`config.mk`:
```
export PLATFORM = sky130hd
export DESIGN_NAME = ldl_fifo_rd_stream
export DESIGN_NICKNAME = d
export VERILOG_FILES = /design/src/rtl/ldl_fifo_rd_stream.sv
export SDC_FILE = /design/constraint.sdc
export NUM_CORES = 1
export LEC_CHECK = 0
export CORE_MARGIN = 4
export CORE_UTILIZATION = 43
export CTS_CLUSTER_SIZE = 30
export DETAILED_ROUTE_END_ITERATION = 16
export PLACE_DENSITY_LB_ADDON = 0.08
export SYNTH_ARGS = -nofsm -noshare
export SYNTH_HDL_FRONTEND = slang
export SYNTH_SLANG_ARGS = --single-unit
```
`constraint.sdc`:
```
create_clock -name clk -period 3.5 [get_ports clk]
set_clock_uncertainty 0.15 [all_clocks]
set_input_delay 0.7 -clock clk [delete_from_list [all_inputs] [get_ports clk]]
set_output_delay 0.7 -clock clk [all_outputs]
set_load 0.01 [all_outputs]
```
`src/rtl/ldl_fifo_rd_stream.sv`:
```
// FIFO read-side streamer: turns a fixed-latency RAM read path into a
// first-word-fall-through valid/ready stream. Optional perf counters: LDL_RDS_PERF_EN.
module ldl_fifo_rd_stream #(
    parameter int DW     = 8,
    parameter int RD_LAT = 1,
    parameter int BUF    = RD_LAT + 1
) (
    input  logic                      clk,
    input  logic                      rst,
    input  logic                      empty,
    output logic                      re,
    input  logic [DW-1:0]             rdata,
    output logic                      o_valid,
    input  logic                      o_ready,
    output logic [DW-1:0]             o_data,
    output logic [$clog2(BUF+1)-1:0]  occ
`ifdef LDL_RDS_PERF_EN
    ,
    output logic [15:0]               stall_cnt,
    output logic [15:0]               starve_cnt
`endif
);
    localparam int OW = $clog2(BUF + 1);
    localparam int PW = (BUF > 1) ? $clog2(BUF) : 1;
    localparam logic [OW-1:0] OCC_MAX  = OW'(BUF);
    localparam logic [PW-1:0] PTR_LAST = PW'(BUF - 1);

    logic [RD_LAT-1:0] in_flight;
    logic [DW-1:0]     mem [BUF];
    logic [PW-1:0]     wr_ptr;
    logic [PW-1:0]     rd_ptr;
    logic [OW-1:0]     count;
    logic [OW-1:0]     occ_q;
    logic              fire;
    logic              pop;
    logic              push;

    // Reads are issued only when the buffer plus in-flight words leave room,
    // or a pop this cycle frees a slot; reset holds the request low.
    assign pop     = o_valid & o_ready;
    assign re      = rst & ~empty & ((occ_q < OCC_MAX) | pop);
    assign fire    = re & ~empty;
    assign push    = in_flight[RD_LAT-1];
    assign o_valid = (count != '0);
    assign o_data  = mem[rd_ptr];
    assign occ     = occ_q;

    always_ff @(posedge clk) begin
        if (!rst) begin
            in_flight <= '0;
            wr_ptr    <= '0;
            rd_ptr    <= '0;
            count     <= '0;
            occ_q     <= '0;
            for (int i = 0; i < BUF; i++) begin
                mem[i] <= '0;
            end
        end else begin
            in_flight[0] <= fire;
            for (int i = 1; i < RD_LAT; i++) begin
                in_flight[i] <= in_flight[i-1];
            end

            if (push) begin
                mem[wr_ptr] <= rdata;
                wr_ptr      <= (wr_ptr == PTR_LAST) ? '0 : wr_ptr + PW'(1);
            end
            if (pop) begin
                rd_ptr <= (rd_ptr == PTR_LAST) ? '0 : rd_ptr + PW'(1);
            end

            if (push & ~pop) begin
                count <= count + OW'(1);
            end else if (pop & ~push) begin
                count <= count - OW'(1);
            end

            // Only accepted reads are counted, never a raw request against a stale empty.
            if (fire & ~pop) begin
                occ_q <= occ_q + OW'(1);
            end else if (pop & ~fire) begin
                occ_q <= occ_q - OW'(1);
            end
        end
    end

    assert property (@(posedge clk) disable iff (!rst) occ_q <= OCC_MAX);

`ifdef LDL_RDS_PERF_EN
    always_ff @(posedge clk) begin
        if (!rst) begin
            stall_cnt  <= '0;
            starve_cnt <= '0;
        end else begin
            if (o_valid & ~o_ready & (stall_cnt != 16'hFFFF)) begin
                stall_cnt <= stall_cnt + 16'd1;
            end
            if (~o_valid & o_ready & empty & (starve_cnt != 16'hFFFF)) begin
                starve_cnt <= starve_cnt + 16'd1;
            end
        end
    end
`endif

endmodule
```
==> metrics.txt <==
# TYPE chip_impl_metric gauge
chip_impl_info{name="cp_slowest_cell",value="clkdlybuf4s50_1"} 1
chip_impl_metric{name="data_arrival_time_of_the_critical_path",unit="ns"} 1.98
chip_impl_metric{name="start_util",unit="%"} 45.8
chip_impl_metric{name="dr_total_vias",unit=""} 715
chip_impl_metric{name="fp.coreArea",unit="mm^2"} 0.00225
chip_impl_metric{name="dp_cells",unit=""} 137
chip_impl_metric{name="fillerInstances",unit=""} 200
chip_impl_info{name="timing.critical_path.from_type",value="input pin"} 1
chip_impl_info{name="worst_path_dominant_cell_family",value="buffers and inverters"} 1
chip_impl_metric{name="yosysUniqueCellTypes",unit=""} 18
chip_impl_metric{name="post_drt_wl_per_cell",unit="um"} 12.4
chip_impl_info{name="mostFrequentLayoutCell",value="clkdlybuf4s50_1"} 1
chip_impl_metric{name="layout.nets",unit=""} 128
chip_impl_metric{name="largest_net_degree_at_the_start_of_global_routing",unit=""} 18
chip_impl_metric{name="synth.avg_cell_area",unit="um^2"} 11.7
chip_impl_metric{name="synth-seq-area-share",unit="%"} 62.0
chip_impl_metric{name="port_buffers",unit=""} 23
chip_impl_metric{name="max_stage_delay",unit="ns"} 0.55
chip_impl_metric{name="leakagePower",unit="nW"} 0.500
chip_impl_metric{name="post_synth_inst_count",unit=""} 88
chip_impl_metric{name="yosysTopAreaCellShare",unit="%"} 46.5
chip_impl_info{name="cts_tree",value="done"} 1
chip_impl_metric{name="buffers_inserted_by_post_cts_timing_repair",unit=""} 0
chip_impl_metric{name="clk_pin_slew_worst_paths",unit="ns"} 0.12
chip_impl_metric{name="post_cts_resized",unit=""} 0
chip_impl_info{name="critical_path.endpoint_type",value="output port"} 1
chip_impl_metric{name="ioPinCount",unit=""} 24
chip_impl_metric{name="setup_viol",unit=""} 0
chip_impl_info{name="netlist.top_cell.by_area",value="edfxtp_1"} 1
chip_impl_metric{name="cts-hold-fix-buffers",unit=""} 0
chip_impl_metric{name="detailed_place_hpwl",unit="um"} 1230
chip_impl_metric{name="report.power.total",unit="mW"} 0.812
chip_impl_metric{name="antennaDiodeCount",unit=""} 0
chip_impl_metric{name="avgViaCountPerCell",unit=""} 5.07
chip_impl_metric{name="synth_fp_nets",unit=""} 102
chip_impl_metric{name="number_of_global_route_vias_before_repair",unit=""} 750
chip_impl_info{name="path_cells",value="clkdlybuf4s50_1 -> o21ai_2 -> a21oi_1 -> clkdlybuf4s50_1"} 1
chip_impl_info{name="holdCritPathClass",value="reg -> reg"} 1
chip_impl_metric{name="synth_warnings",unit=""} 0
chip_impl_metric{name="overflow_after_grt",unit=""} 0
chip_impl_metric{name="yosys_register_bits",unit=""} 24
chip_impl_metric{name="num_cts_buffers",unit=""} 3
chip_impl_metric{name="wire_length_of_the_first_global_routing_pass",unit="um"} 2970
chip_impl_metric{name="ctsHtreeMaxLevel",unit=""} 1
chip_impl_metric{name="initial_detailed_routing_violation_count",unit=""} 5
chip_impl_info{name="timing.critical_path.mode_cell",value="clkdlybuf4s50_1"} 1
chip_impl_metric{name="critical_path_peak_fanout",unit=""} 6
chip_impl_metric{name="postRouteAntennaNets",unit=""} 0
chip_impl_metric{name="number_of_antenna_violations_at_the_first_check_in_global_routing",unit=""} 0
chip_impl_metric{name="tightest_slew",unit="ns"} 0.397
chip_impl_metric{name="syn_to_final_growth",unit="%"} 27.6
chip_impl_metric{name="post-route-min-period",unit="ns"} 2.83
chip_impl_metric{name="final-hold-violation-count",unit=""} 0
chip_impl_metric{name="clk-insertion-delay-late",unit="ns"} 0.31
chip_impl_metric{name="fin_tns_setup",unit="ns"} 0
chip_impl_info{name="synth_top_cells_by_area",value="edfxtp_1 46%, dfxtp_1 15%, mux2_1 8.7%, nor2_1 5.8%, nand2_1 4.0%"} 1
chip_impl_metric{name="remaining_drc_errors",unit=""} 0
chip_impl_metric{name="post_layout_utilization_of_the_core",unit="%"} 58.5
chip_impl_metric{name="clock_sinks",unit=""} 24
chip_impl_info{name="critPathKind",value="in -> out"} 1
chip_impl_info{name="final_cell_mix",value="23 x clkdlybuf4s50_1, 16 x nor2_1, 16 x edfxtp_1"} 1
chip_impl_metric{name="globalplace.congestion",unit=""} 0.625
chip_impl_metric{name="clockBufferDepth",unit=""} 2
chip_impl_metric{name="finish.cell_count_without_fillers",unit=""} 141
chip_impl_info{name="grt_setup_unrepaired",value="false"} 1
chip_impl_metric{name="chipWidth",unit="um"} 57.0
chip_impl_metric{name="routed_wl",unit="um"} 1750
chip_impl_metric{name="buffering_stage_count_on_the_worst_path_with_inverters_included",unit=""} 2
chip_impl_metric{name="period_utilisation_layout",unit="%"} 80.9
chip_impl_metric{name="count_of_maximum_capacitance_violations",unit=""} 0
chip_impl_info{name="ctsRootBufferMaster",value="clkbuf_4"} 1
chip_impl_metric{name="die_ar",unit="mm^2"} 0.00325
chip_impl_metric{name="cp.required",unit="ns"} 2.65
chip_impl_metric{name="pwr_density_cell",unit="mW/mm^2"} 616
chip_impl_metric{name="timing.max_slew.rel_slack",unit="%"} 73.6
chip_impl_metric{name="fraction_of_final_layout_cells_sized_beyond_drive_strength_1",unit="%"} 4.42
chip_impl_metric{name="row_count",unit=""} 17
chip_impl_metric{name="slew_violations",unit=""} 0
chip_impl_info{name="result_of_the_run",value="completed"} 1
chip_impl_metric{name="max_clock_freq",unit="GHz"} 0.353
chip_impl_metric{name="vdd.ir_drop.worst",unit="V"} 0.000382
chip_impl_metric{name="groute.usage.overall",unit="%"} 12.1
chip_impl_metric{name="drt_first_pass_iters",unit=""} 4
chip_impl_metric{name="vert_die_dim",unit="um"} 57.0
chip_impl_metric{name="syn_area",unit="mm^2"} 0.00103
[worst reg2reg max path: stages (launching register included)]
cell,delay [ns]
dfxtp_1,0.38
o21ai_2,0.28
a21oi_1,0.12
ha_1,0.34
or3_1,0.35
a21boi_1,0.13
[worst paths after layout]
| path | start | endpoint | slack (ns) | cells after the start |
|---|---|---|---|---|
| max | o_ready | re | 0.67 | 4 |
| min | wr_ptr | wr_ptr | 0.34 | 2 |
| max reg2reg | count[0] | occ[1] | 1.69 | 5 |
| min reg2reg | wr_ptr | wr_ptr | 0.34 | 2 |
[where the power goes]
group | switching [mW] | internal (mW)
Sequential | 0.0476 | 0.355
Combinational | 0.114 | 0.173
Clock | 0.0778 | 0.0446
[state kept, by name (all words and copies together), names as in the netlist, named ones only]
register and flops:
wr_ptr 1, count 2, in_flight 1, mem 16, occ 2, rd_ptr 1
[cells by family after synthesis]
logic type | share of synthesized area, %
muxes | 8.72
xor gates and xnor gates | 4.24
AOI/OAI and AO/OA | 5.45
and+or+nand+nor | 15.9
DFF | 62.0
buffers and inverters | 1.33
adders and majority gates | 2.42
[through the flow]
stage	hold WS [ns]	cell area, um^2	worst slack, ns
after global placement	0.313	1290	0.676
after global routing	0.366	1320	0.599
final	0.341	1320	0.668
after floorplan	0.306	1030	1.59
after CTS	0.343	1320	0.658
after detailed placement	0.324	1290	0.667
[synthesized netlist by cell type, drive strengths merged]
cell / n
or2: 1
clkbuf: 1
o21ai: 3
dfxtp: 8
nand2b: 3
xnor2: 3
buf: 2
ha: 2
edfxtp: 16
xor2: 2
nor2: 16
a21boi: 3
and2: 4
mux2: 8
or3: 2
a21oi: 3
nand2: 11
[layer usage]
layer,global-route usage (%),vias to the layer above,share of wire [%]
met5,0,-,0
met4,6.95,0,2.5
met3,2.04,5,3.4
met2,24.6,15,55
met1,10.6,343,39
li1,-,352,-
[area by class of cell]
| cell class | count | area [um^2] | area share (%) |
|---|---|---|---|
| Sequential cell | 24 | 641 | 48.6 |
| Multi-Input combinational cell | 61 | 379 | 28.7 |
| Timing Repair Buffer | 24 | 238 | 18.0 |
| Tap cell | 28 | 35.0 | 2.66 |
| Clock buffer | 4 | 26.3 | 1.99 |
Note: power is estimated with default switching activity, not from simulation.
==> patch 1 (same settings) <==
`RD_LAT`: 1 -> 2.
--- a/src/rtl/ldl_fifo_rd_stream.sv
+++ b/src/rtl/ldl_fifo_rd_stream.sv
@@ -2,7 +2,7 @@
 // first-word-fall-through valid/ready stream. Optional perf counters: LDL_RDS_PERF_EN.
 module ldl_fifo_rd_stream #(
     parameter int DW     = 8,
-    parameter int RD_LAT = 1,
+    parameter int RD_LAT = 2,
     parameter int BUF    = RD_LAT + 1
 ) (
     input  logic                      clk,
Check against the original RTL: not equivalent (a bounded check fails within 4 cycles, from zero or initial values and one cycle with rst low).
==> patch 1 against the original RTL <==
Highest routed layer unchanged; final area up 72%; synthesized area is 79% higher; hold slack got worse by 0.042 ns; total power grew 58%; critical path type unchanged; setup slack got worse by 0.22 ns; sequential cell count up 20; fmax decreased by 7.1%; first-iteration DRC count increased to 8.6 times the old value; largest power group unchanged; wire length increased by 86%.
==> patch 1: results (changes against the original RTL) <==
layout cells sized above 1=17.4% (was 4.42%); largest net degree at the start of global routing=14 (was 18); Total Routing Usage GR=14.0% (was 12.1%); Least-Margin Pin Slew=0.579 ns (was 0.397 ns); vias in the first global route=1067 (was 750); DR vias/cell=5.20 (was 5.07); CTS buffer count=5 (was 3); H-tree levels=2 (was 1); clk slew on worst S/H paths=0.08 ns (was 0.12 ns); Final nets=168 (was 128); Cell variety after synth=26 (was 18); synth top area cells=edfxtp_1 (52%), dfxtp_1 (13%), mux4_2 (9.7%) (was edfxtp_1 (46%), dfxtp_1 (15%), mux2_1 (8.7%)); initial DRC count=43 (was 5); maximum vdd ir drop=0.287 mV (was 0.382 mV); Post-synth EDFFs=32 (was 16); met3 wire len=198 µm (was 60 µm); P_leak=0.000807 µW (was 0.000500 µW); Clk Latency, worst-skew pair=0.29 ns (was 0.31 ns); wl on met1=1.32 mm (was 675 µm); fillcell total=350 (was 200); number of flip-flops under the largest register name=32 (was 16); global-route wire length before repair=5.36 mm (was 2.97 mm); register area share after synthesis=65.0% (was 62.0%); GPL Wtd Cong=0.666 (was 0.625); dpl ws=0.463 ns (was 0.667 ns); Commonest cells post-synth=edfxtp_1 (32), and2_1 (25), dfxtp_1 (12) (was edfxtp_1 (16), nor2_1 (16), nand2_1 (11)); met2 wire len=1.66 mm (was 966 µm); Post-DP HPWL=2.21 mm (was 1.23 mm); status=finished, final reports clean (unchanged); syn_nets=136 (was 102); clock root cell=clkbuf_8 (was clkbuf_4); Yosys Warn Count=0 (unchanged)
## patch 1: cell types whose count changed after synthesis, moves of 2 or more
cell	before	now
xor2_1	2	4
edfxtp_1	16	32
inv_1	0	2
mux2_1	8	0
nor3b_4	0	2
xnor2_1	3	0
nand2_1	11	4
dfxtp_1	8	12
and2_1	4	25
a311oi_1	0	3
a21oi_1	3	5
nor2_1	16	4
a21boi_1	3	0
mux4_2	0	8
## patch 1: path summary, 6_finish.rpt
check / startpoint / end / slack, ns / cells after the start
max reg2reg: count[0] / occ[1] / 1.62 / 5
min: in_flight[0] / in_flight[1] / 0.30 / 1
max: rst / re / 0.45 / 4
min reg2reg: in_flight[0] / in_flight[1] / 0.30 / 1
## patch 1: logic make-up (layout without fill, tap and decap cells)
| kind of cell | after synthesis | in the layout | share of synthesized area (%) |
|---|---|---|---|
| buffers and inverters | 5 | 38 | 1.08 |
| adders and majority gates | 2 | 2 | 1.35 |
| DFF | 44 | 44 | 65.0 |
| and+or+nand+nor | 47 | 47 | 16.7 |
| xor gates and xnor gates | 4 | 4 | 1.90 |
| AOI/OAI and AO/OA | 12 | 12 | 4.27 |
| muxes | 8 | 8 | 9.75 |
## patch 1: layout make-up
type | instances | share of cell area, %
well taps | 50 | 2.75
flip-flops and latches | 44 | 52.8
clock buffers | 6 | 3.19
multi-input cells | 73 | 27.6
repair buffers | 28 | 11.8
clock inverters | 2 | 1.54
inverters | 2 | 0.330
## patch 1: power groups by stage
stage,logic (µW),clock network [µW],registers (µW)
3_5_place_dp,250,0,667
5_1_grt,270,415,662
6_report,249,378,653
4_1_cts,252,389,656
3_3_place_gp,245,0,664
2_1_floorplan,155,0,642
## patch 1: critical path, stage by stage
cell	delay [ns]
clkdlybuf4s50_1	0.58
inv_1	0.08
a311oi_1	0.25
clkdlybuf4s50_1	0.58
## patch 1: layer usage
layer | global-route usage (%) | up-vias
met2 | 23.1 | 28
met3 | 4.38 | 8
met5 | 0 | -
li1 | - | 511
met4 | 6.64 | 0
met1 | 16.4 | 518
## patch 1: per-stage QoR
step,hold WS [ns],std cells,total power [µW],util [%],cell area (µm²)
2_1_floorplan,0.262,122,798,-,1850
3_3_place_gp,0.273,197,909,53.0,2170
3_5_place_dp,0.273,197,918,53.0,2170
4_1_cts,0.306,205,1300,55.6,2270
5_1_grt,0.323,205,1350,55.6,2270
6_report,0.299,205,1280,55.6,2270
==> patch 2 (same settings) <==
Without the edit above. The option `LDL_RDS_PERF_EN` is turned on by a define.
--- a/src/rtl/ldl_fifo_rd_stream.sv
+++ b/src/rtl/ldl_fifo_rd_stream.sv
@@ -1,5 +1,7 @@
 // FIFO read-side streamer: turns a fixed-latency RAM read path into a
 // first-word-fall-through valid/ready stream. Optional perf counters: LDL_RDS_PERF_EN.
+`define LDL_RDS_PERF_EN
+
 module ldl_fifo_rd_stream #(
     parameter int DW     = 8,
     parameter int RD_LAT = 1,
Formal check against the unedited RTL (old outputs only; new: stall_cnt and starve_cnt): equivalent (equiv_simple and equiv_induct, registers matched by name and starting in step).
==> patch 2 against the original RTL <==
Setup slack got worse by 0.27 ns; sequential cell count rose by 32; largest power group unchanged; wire length rose to 3.4 times the old value; sequential share of layout area fell by 11 points; synthesized area rose to 2.6 times the old value; die area rose by 130%; via count rose to 3.2 times the old value; register-to-register slack got worse by 0.43 ns; final area rose to 2.6 times the old value; global-route usage rose by 4.5 points; total power rose by 89%.
==> patch 2: results (changes against the original RTL) <==
critical path arrival=2.25 ns (was 1.98 ns); layout cells sized above 1=7.44% (was 4.42%); Post-DP HPWL=4.23 mm (was 1.23 mm); P_leak=0.00110 µW (was 0.000500 µW); max_slew headroom=45.5% (was 73.6%); DR vias/cell=5.60 (was 5.07); syn_nets=296 (was 102); area share of fa/ha/maj cells after synthesis=1.86% (was 2.42%); GPL Wtd Cong=0.811 (was 0.625); r2r startpoint=starve_cnt[0] (was count[0]); vias in the first global route=2064 (was 750); global-route wire length before repair=10.0 mm (was 2.97 mm); synth top area cells=dfxtp_1 (30%), edfxtp_1 (18%), or4_1 (4.2%) (was edfxtp_1 (46%), dfxtp_1 (15%), mux2_1 (8.7%)); maximum vdd ir drop=0.230 mV (was 0.382 mV); Final nets=351 (was 128); largest net degree at the start of global routing=34 (was 18); wire per inst=14.6 µm (was 12.4 µm); status=finished, final reports clean (unchanged); clock root cell=clkbuf_8 (was clkbuf_4); post-synthesis compound-gate area fraction=12.4% (was 5.45%); fillcell total=563 (was 200); initial DRC count=88 (was 5); XOR/XNOR Fraction of Synth Area=1.96% (was 4.24%); CTS buffer count=5 (was 3); clk slew on worst S/H paths=0.10 ns (was 0.12 ns)
-- patch 2: cell types whose count changed in the layout (fill, tap and decap cells not counted), sizes merged, moves of 14 or more --
cell and delta:
or4 +15, clkdlybuf4s50 +32, a21oi +19, nand4 +14, o31ai +14, dfxtp +32
-- patch 2: through the flow --
stage / instances / cell area, µm²
3_5_place_dp: 403 / 3320
3_3_place_gp: 403 / 3320
5_1_grt: 411 / 3410
4_1_cts: 411 / 3410
2_1_floorplan: 280 / 2690
6_report: 411 / 3410
-- patch 2: critical path: stages --
cell	delay (ns)
clkdlybuf4s50_1	0.54
nand2_1	0.19
a211oi_1	0.26
clkdlybuf4s50_1	0.56
-- patch 2: report_power, final --
| part | switching, µW | internal (µW) |
|---|---|---|
| Sequential | 60.6 | 729 |
| Combinational | 163 | 210 |
| Clock | 212 | 159 |
| Total | 435 | 1100 |
-- patch 2: path summary, 6_finish.rpt --
check / end / slack (ns) / cells past startpoint
hold / removal: starve_cnt[11] / 0.35 / 2
setup reg to reg: starve_cnt[1] / 1.26 / 6
hold reg to reg: starve_cnt[11] / 0.35 / 2
setup / recovery: re / 0.40 / 4
-- patch 2: final cells by class --
cell class,count,area share [%]
Timing Repair Buffer,60,17.2
Clock buffer,6,2.42
Tap cell,75,2.75
Inverter,9,0.990
Multi-Input combinational cell,203,38.8
Clock inverter,2,0.293
Sequential cell,56,37.5
-- patch 2: layer usage --
metal	vias to the layer above	GRT usage, %	share of wire (%)
li1	1169	-	-
met1	1084	24.6	51
met2	43	24.0	43
met3	6	3.78	4.3
met4	0	4.67	1.2
met5	-	0	0
-- patch 2: kinds of logic after synthesis --
family,after synthesis
buf+inv,21
fa+ha+maj,4
compound gates,54
mux,16
flops,56
xor+xnor,6
simple gates,123
